--- src/rtl/irq_arbiter.sv ---
// irq_arbiter: shares one CPU intReq/intAck pair between NSRC interrupt sources.
// Rising edges on irqSrc latch into PEND; PEND & MASK is arbitrated to a winner.
// intReq is raised toward the CPU. On acknowledge the winner is recorded in CAUSE
// and its pending bit is cleared. The block then waits for RETI (intAck falling).
//
// Ports:
//   clk, reset          rising-edge clock, synchronous active-high reset
//   irqSrc[NSRC]        peripheral request lines (synchronous to clk)
//   intReq / intAck     CPU interrupt handshake (intReq registered)
//   portAddress/Read/Write/DataIn   CPU I/O port bus
//   portDataOut         combinational read data, 0 when not selected
//   portSelect          high for a read that hits this block
//
// Register map at BASE_ADDR: +0 PEND (W1C), +1 MASK (RW), +2 CAUSE (RO).
// Build option IRQ_ARB_ROUNDROBIN_EN: the block uses rotating priority, and
// lastIdx can be read at +3. Without it, the lowest index has fixed priority.
module irq_arbiter #(
  parameter int unsigned NSRC      = 8,
  parameter logic [7:0]  BASE_ADDR = 8'hF8
) (
  input  logic            clk,
  input  logic            reset,
  input  logic [NSRC-1:0] irqSrc,
  output logic            intReq,
  input  logic            intAck,
  input  logic [7:0]      portAddress,
  input  logic            portRead,
  input  logic            portWrite,
  input  logic [7:0]      portDataIn,
  output logic [7:0]      portDataOut,
  output logic            portSelect
);

  localparam int unsigned IDX_W = 3;
  localparam int unsigned DW    = 8;

  typedef enum logic [1:0] {
    IDLE    = 2'd0,
    REQ     = 2'd1,
    SERVICE = 2'd2
  } state_t;

  state_t            state_q, state_d;
  logic [NSRC-1:0]   pend_q, pend_d;
  logic [NSRC-1:0]   mask_q;
  logic [DW-1:0]     cause_q, cause_d;
  logic [NSRC-1:0]   irq_prev_q;
  logic              ack_prev_q;
  logic              int_req_q, int_req_d;

  logic [NSRC-1:0]   req;
  logic [DW-1:0]     req8;
  logic              req_any;
  logic [IDX_W-1:0]  winner;
  logic              take;
  logic [NSRC-1:0]   clr_ack;
  logic [NSRC-1:0]   w1c;
  logic [NSRC-1:0]   set_edge;
  logic              ack_rise, ack_fall;

  logic              blk_hit;
  logic [1:0]        off;
  logic              rd_hit;
  logic              wr_pend, wr_mask;

`ifdef IRQ_ARB_ROUNDROBIN_EN
  logic [IDX_W-1:0]  last_idx_q;
  logic [3:0]        cand;
  logic              found;
`endif

  // Address decode; the block occupies one 4-aligned window.
  assign blk_hit = (portAddress[7:2] == BASE_ADDR[7:2]);
  assign off     = portAddress[1:0];
`ifdef IRQ_ARB_ROUNDROBIN_EN
  assign rd_hit  = blk_hit;
`else
  assign rd_hit  = blk_hit && (off != 2'd3);
`endif
  assign wr_pend = portWrite && blk_hit && (off == 2'd0);
  assign wr_mask = portWrite && blk_hit && (off == 2'd1);

  // Read mux
  always_comb begin
    portDataOut = '0;
    portSelect  = portRead && rd_hit;
    if (portSelect) begin
      case (off)
        2'd0:    portDataOut = DW'(pend_q);
        2'd1:    portDataOut = DW'(mask_q);
        2'd2:    portDataOut = cause_q;
`ifdef IRQ_ARB_ROUNDROBIN_EN
        2'd3:    portDataOut = {5'b0, last_idx_q};
`endif
        default: portDataOut = '0;
      endcase
    end
  end

  assign req      = pend_q & mask_q;
  assign req8     = DW'(req);
  assign req_any  = |req;
  assign set_edge = irqSrc & ~irq_prev_q;
  assign ack_rise = intAck && !ack_prev_q;
  assign ack_fall = !intAck && ack_prev_q;
  assign w1c      = wr_pend ? portDataIn[NSRC-1:0] : '0;

`ifdef IRQ_ARB_ROUNDROBIN_EN
  // Rotating search starting just after the last serviced source
  always_comb begin
    winner = '0;
    found  = 1'b0;
    cand   = '0;
    for (int unsigned k = 0; k < NSRC; k++) begin
      cand = 4'(last_idx_q) + 4'(k) + 4'd1;
      if (cand >= 4'(NSRC)) cand = cand - 4'(NSRC);
      if (!found && req8[cand[IDX_W-1:0]]) begin
        winner = cand[IDX_W-1:0];
        found  = 1'b1;
      end
    end
  end
`else
  // Fixed priority: lowest index wins (scan downward so the last hit is lowest)
  always_comb begin
    winner = '0;
    for (int i = int'(NSRC) - 1; i >= 0; i--) begin
      if (req8[i]) winner = IDX_W'(i);
    end
  end
`endif

  // Next-state and output logic
  always_comb begin
    state_d = state_q;
    cause_d = cause_q;
    take    = 1'b0;
    case (state_q)
      IDLE: begin
        // Late ack after a withdrawn request: serve it as spurious
        if (ack_rise) begin
          cause_d = 8'h00;
          state_d = SERVICE;
        end else if (req_any) begin
          state_d = REQ;
        end
      end
      REQ: begin
        if (ack_rise) begin
          state_d = SERVICE;
          if (req_any) begin
            cause_d = {1'b1, 4'b0, winner};
            take    = 1'b1;
          end else begin
            cause_d = 8'h00;
          end
        end else if (!req_any) begin
          state_d = IDLE;
        end
      end
      SERVICE: begin
        if (ack_fall) state_d = IDLE;
      end
      default: state_d = IDLE;
    endcase
    // intReq follows REQ one cycle behind entry and drops on the edge that leaves REQ
    int_req_d = (state_q == REQ) && (state_d == REQ);
  end

  // Pending update; a new edge beats a same-cycle clear
  always_comb begin
    clr_ack = '0;
    for (int unsigned i = 0; i < NSRC; i++) begin
      clr_ack[i] = take && (winner == IDX_W'(i));
    end
    pend_d = (pend_q & ~(w1c | clr_ack)) | set_edge;
  end

  always_ff @(posedge clk) begin
    if (reset) begin
      state_q    <= IDLE;
      pend_q     <= '0;
      mask_q     <= '0;
      cause_q    <= '0;
      irq_prev_q <= '0;
      // Capture the live intAck so an ack held across reset is not seen as a new edge
      ack_prev_q <= intAck;
      int_req_q  <= 1'b0;
`ifdef IRQ_ARB_ROUNDROBIN_EN
      last_idx_q <= IDX_W'(NSRC - 1);
`endif
    end else begin
      state_q    <= state_d;
      pend_q     <= pend_d;
      cause_q    <= cause_d;
      irq_prev_q <= irqSrc;
      ack_prev_q <= intAck;
      int_req_q  <= int_req_d;
      if (wr_mask) mask_q <= portDataIn[NSRC-1:0];
`ifdef IRQ_ARB_ROUNDROBIN_EN
      if (take) last_idx_q <= winner;
`endif
    end
  end

  assign intReq = int_req_q;

endmodule

--- config.mk ---
export PLATFORM = sky130hd
export DESIGN_NAME = irq_arbiter
export DESIGN_NICKNAME = d
export VERILOG_FILES = /design/src/rtl/irq_arbiter.sv
export SDC_FILE = /design/constraint.sdc
export NUM_CORES = 1
export LEC_CHECK = 0
export BUFFER_PORTS_ARGS = -buffer_cell sky130_fd_sc_hd__buf_2
export CORE_ASPECT_RATIO = 1.4
export CORE_MARGIN = 5
export CORE_UTILIZATION = 50
export DETAILED_ROUTE_END_ITERATION = 16
export HOLD_SLACK_MARGIN = 0.02
export PLACE_DENSITY_LB_ADDON = 0.3
export SLEW_MARGIN = 20
export SYNTH_ARGS = -nofsm -noshare
export SYNTH_HDL_FRONTEND = slang
export SYNTH_SLANG_ARGS = --single-unit
--- constraint.sdc ---
create_clock -name clk -period 4.2 [get_ports clk]
set_input_delay 0.42 -clock clk [delete_from_list [all_inputs] [get_ports clk]]
set_output_delay 0.42 -clock clk [all_outputs]
set_load 0.01 [all_outputs]
Word-level counts from Yosys, hierarchy flattened
Index checks and enable logic that the tools add are counted.
{"block": "op_classes", "n_eq_ne": 16, "reduce_logical": 24, "n_mux": 24, "bitwise_logic": 7}
{"op": "$mux 8", "n": 5}
{"op": "$and 8x8->8", "n": 3}
{"op": "$mux 3", "n": 8}
{"op": "$pmux 8 s3", "n": 1}
{"op": "$logic_and 1x1->1", "n": 16}
{"op": "$not 8->8", "n": 2}
{"op": "$or 8x8->8", "n": 2}
{"op": "$pmux 8 s2", "n": 1}
{"op": "$eq 3x3->1 const B", "n": 4}
{"op": "$mux 2", "n": 5}
{"op": "$reduce_or 8->1", "n": 1}
{"op": "$eq 2x1->1 const B", "n": 3}
{"op": "$eq 3x2->1 const B", "n": 2}
{"op": "$eq 6x6->1 const B", "n": 1}
{"op": "$ne 2x2->1 const B", "n": 3}
{"op": "$pmux 2 s3", "n": 1}
{"op": "$eq 2x2->1 const B", "n": 2}
{"op": "$logic_not 2->1", "n": 2}
{"op": "$eq 3x1->1 const B", "n": 1}
{"op": "$logic_not 3->1", "n": 1}
{"op": "$mux 1", "n": 3}
{"op": "$reduce_and 3->1", "n": 1}
{"op": "$logic_not 1->1", "n": 2}
{"op": "$reduce_bool 2->1", "n": 1}
{"block": "word_totals", "ff_bits": 36, "wordCells": 78}

Logic depth before layout (Yosys ltp)
{"block": "depth", "ltp_word": 15, "mapped_depth": 5, "depth_no_buf": 4}

Least setup slack after synthesis
OpenSTA, ideal clock, no wires.
{"block": "synth_timing", "kind": "input -> output", "from": "in portAddress[2]", "to": "out portDataOut[0]", "arrival_time_ns": 1.127, "slack_ns": 2.653, "stages": 4, "required_ns": 3.780, "path_buffers": 0, "path_cell_list": "nand4b_1 nor2_1 nand3_1 nor2_1"}
{"block": "synth_via", "elab_chain_len": 4}
{"item": "from (decl)", "line": "26", "text": "input logic [7:0] portAddress,"}
{"item": "$eq 6x6->1", "line": "73", "text": "assign blk_hit = (portAddress[7:2] == BASE_ADDR[7:2]);"}
{"item": "$logic_and 1x1->1", "line": "78", "text": "assign rd_hit = blk_hit && (off != 2'd3);"}
{"item": "$logic_and 1x1->1", "line": "86", "text": "portSelect = portRead && rd_hit;"}
{"item": "$mux 8", "line": "87", "text": "if (portSelect) begin"}
{"item": "to (decl)", "line": "30", "text": "output logic [7:0] portDataOut,"}
Every way passes these cells.

Worst setup path in the final report
{"block": "layout_timing", "from": "in portAddress[2]", "to": "out portDataOut[4]"}
Same word-level chain as after synthesis.

==> flow_summary_export.csv <==
group,metric,value,unit
timing,finalCritPeriodShare,0.4404,
timing,clock-skew-final,0.006970,ns
floorplan,die-area,4356,µm²
critical_path,arrival,1.43,ns
synth,synth_top_area_cell,"dfxtp_1",
critical_path,worstSetupPathType,"input port to output pin",
synth,netlist_instances,172,
timing,tns,0,ns
drt,drtIter0Drc,20,
synth,yosysWarnings,0,
clocking,cts_buffers,5,
timing,period_minus_slack,1.850,ns
cells_and_area,diodes,0,
critical_path,cp-end-kind,"output pin",
timing,fmax,540.6,MHz
synth,ys_types,42,
clocking,path_clk_slew,0.06,ns
clocking,postCtsHoldBufs,0,
min_path,hold_path_class,"input port to flop",
placed_design,place.gp.congestion,0.9128,
power_and_ir_drop,switching_power,0.1413,mW
drt,via_per_inst,5.619,
floorplan,io_pins,39,
clocking,clk_path_buf_depth,2,
floorplan,die_y,76.12,µm
timing,hold_violations,0,
floorplan,core-area,3063,µm²
synth,yosys_register_bits,32,
timing,layout_setup_ws,2.350,ns
global_route,grt_pass1_vias,1384,
floorplan,num_rows,24,
timing,rsz0062_at_grt,"false",
power_and_ir_drop,clkPwrFrac,0.361,
timing,maxSlewViolCount,0,
placed_design,dp_cells,245,
synth,synth_top_flop_cell,"dfxtp_1",
run,maxCapViolCount,0,
timing,tightest_slew,0.6191,ns
drt,ant_nets,0,
placed_design,pre_cts_ws,2.376,ns
critical_path,cp_data_required_time,3.78,ns
outcome,outcome,"finished, final reports clean",
drt,dr.pass1.iters,4,
power_and_ir_drop,leakagePower,0.8339,nW
cells_and_area,area_growth_syn_to_layout,19.15,%
clocking,insertion_delay,0.28,ns
timing,slew_headroom,0.5850,
critical_path,start_kind,"input port",
global_route,grt_overflow,0,
drt,num_vias,1416,
synth,synthesis.nets,201,
floorplan,initial_utilization,0.5098,
power_and_ir_drop,combPwrFrac,0.094,
synth,async_flop_share,0,
power_and_ir_drop,internal_power,0.4582,mW
global_route,antenna_found_initial,0,
clocking,cts.sink_count,32,
drt,drt_wl_total,3.649,mm
power_and_ir_drop,switching_share,0.2357,
clocking,cts_setup_buffers,0,
critical_path,crit_fanout,4,
clocking,ctsResizeCount,0,
global_route,grt_max_degree,28,
drt,wl_per_cell,14.48,µm
clocking,cts_root_buffer,"clkbuf_8",
cells_and_area,utilization,0.6074,
timing,hold_ws,0.2784,ns
synth,yosysMostFrequentCell,"dfxtp_1",
timing,setup_viol,0,
cells_and_area,layout-drive-gt1-share,0.2629,
placed_design,hpwlAfterDp,2.823,mm
synth,synth_top_area_frac,0.4103,
clocking,cts_tree,"yes",
synth,syn_area_per_cell,9.078,µm²
synth,synth_area,1561,µm²
placed_design,portBuffers,38,
drt,drc,0,
global_route,track_usage,0.1771,
synth,synth_edf_count,0,
power_and_ir_drop,seq_power_share,0.546,
synth,ys_seq_area_frac,0.4103,
power_and_ir_drop,peakVddDrop,262.7,µV
synth,synth_area_leaders,"dfxtp_1 (41%), mux2i_1 (10%), nor2_1 (5.8%)",
global_route,grt_first_pass_wirelength,6.134,mm
floorplan,die_w,57.23,µm
cells_and_area,fin_nets,242,
cells_and_area,final_cells,252,
synth,yosys-top-cells-count,"dfxtp_1 (32), nor2_1 (24), mux2i_1 (16), nand2_1 (14), nor2b_1 (13)",
clocking,h-tree-depth,2,
power_and_ir_drop,p_per_area,322.2,nW/µm²
worst paths after layout:
check	startpoint	cells after the start	end	slack (ns)
worst max-delay path	portAddress[2]	6	portDataOut[4]	2.35
worst min register to register	irq_prev_q[1]	2	pend_q[1]	0.46
worst min-delay path	intAck	1	ack_prev_q	0.28
worst max register to register	pend_q[3]	4	pend_q[6]	2.60
power groups by stage:
stage	clock (mW)	combinational [mW]	sequential, mW
after floorplan	0	0.0343	0.331
after global placement	0	0.0541	0.333
after detailed placement	0	0.0566	0.334
after CTS	0.225	0.0569	0.327
after global routing	0.238	0.0630	0.328
final	0.216	0.0561	0.327
state kept, by name, summed over array words and instances, names as in the netlist:
name        count
irq_prev_q      8
mask_q          8
pend_q          8
cause_q         4
state_q         2
ack_prev_q      1
intReq          1
layer usage:
| metal | share of wire | GRT usage | wire, µm | vias up |
|---|---|---|---|---|
| met4 | 0.026 | 0.09745 | 95 | 0 |
| met3 | 0.064 | 0.06102 | 235 | 11 |
| met1 | 0.41 | 0.2023 | 1491 | 654 |
| li1 | - | - | - | 702 |
| met2 | 0.50 | 0.2826 | 1826 | 49 |
| met5 | 0 | 0 | 0 | - |
worst max-delay path, cell delays in order:
cell	delay, ns
buf_2	0.09
nand4b_1	0.23
nor2_1	0.17
nand3b_1	0.18
nor2_1	0.19
buf_2	0.15
final cells by class:
cell class,count,area (µm²)
Sequential cell,32,640.6
Fill cell,300,1202
Inverter,6,22.52
Tap cell,39,48.80
Multi-Input combinational cell,130,880.8
Clock inverter,1,5.005
Timing Repair Buffer,38,190.2
Clock buffer,6,72.57
cells in the final DEF, fill, tap and decap left out, drive strengths merged, types with 2 or more instances in the layout:
master	synthesis	layout
nand2	14	14
a32oi	2	2
nor2b	13	13
a21boi	3	3
a41o	2	2
dfxtp	32	32
a31o	5	5
nand4b	2	2
a21oi	7	7
a22oi	2	2
buf	3	38
nand2b	2	2
or3b	4	4
a31oi	3	3
and2	2	2
nand4	4	4
nand3b	2	2
clkbuf	1	6
mux2i	16	16
nor2	24	24
and4	2	2
and3	2	2
inv	6	6
a21o	2	2
nand3	4	4
kinds of logic (layout without fill, tap and decap cells):
family	Yosys count	count (layout)	share of synthesized area
AO/OA/AOI/OAI	34	34	0.1651
multiplexers	16	16	0.1026
AND/OR/NAND/NOR	80	80	0.2965
flip-flops	32	32	0.4103
buffers and inverters	10	51	0.02564
through the flow:
| step | area [µm²] | power, mW |
|---|---|---|
| after global routing | 1861 | 0.6298 |
| after detailed placement | 1783 | 0.3901 |
| after global placement | 1783 | 0.3872 |
| after CTS | 1861 | 0.6082 |
| final | 1861 | 0.5994 |
| after floorplan | 1562 | 0.3649 |
No activity file was read; power rests on OpenSTA's default activity.
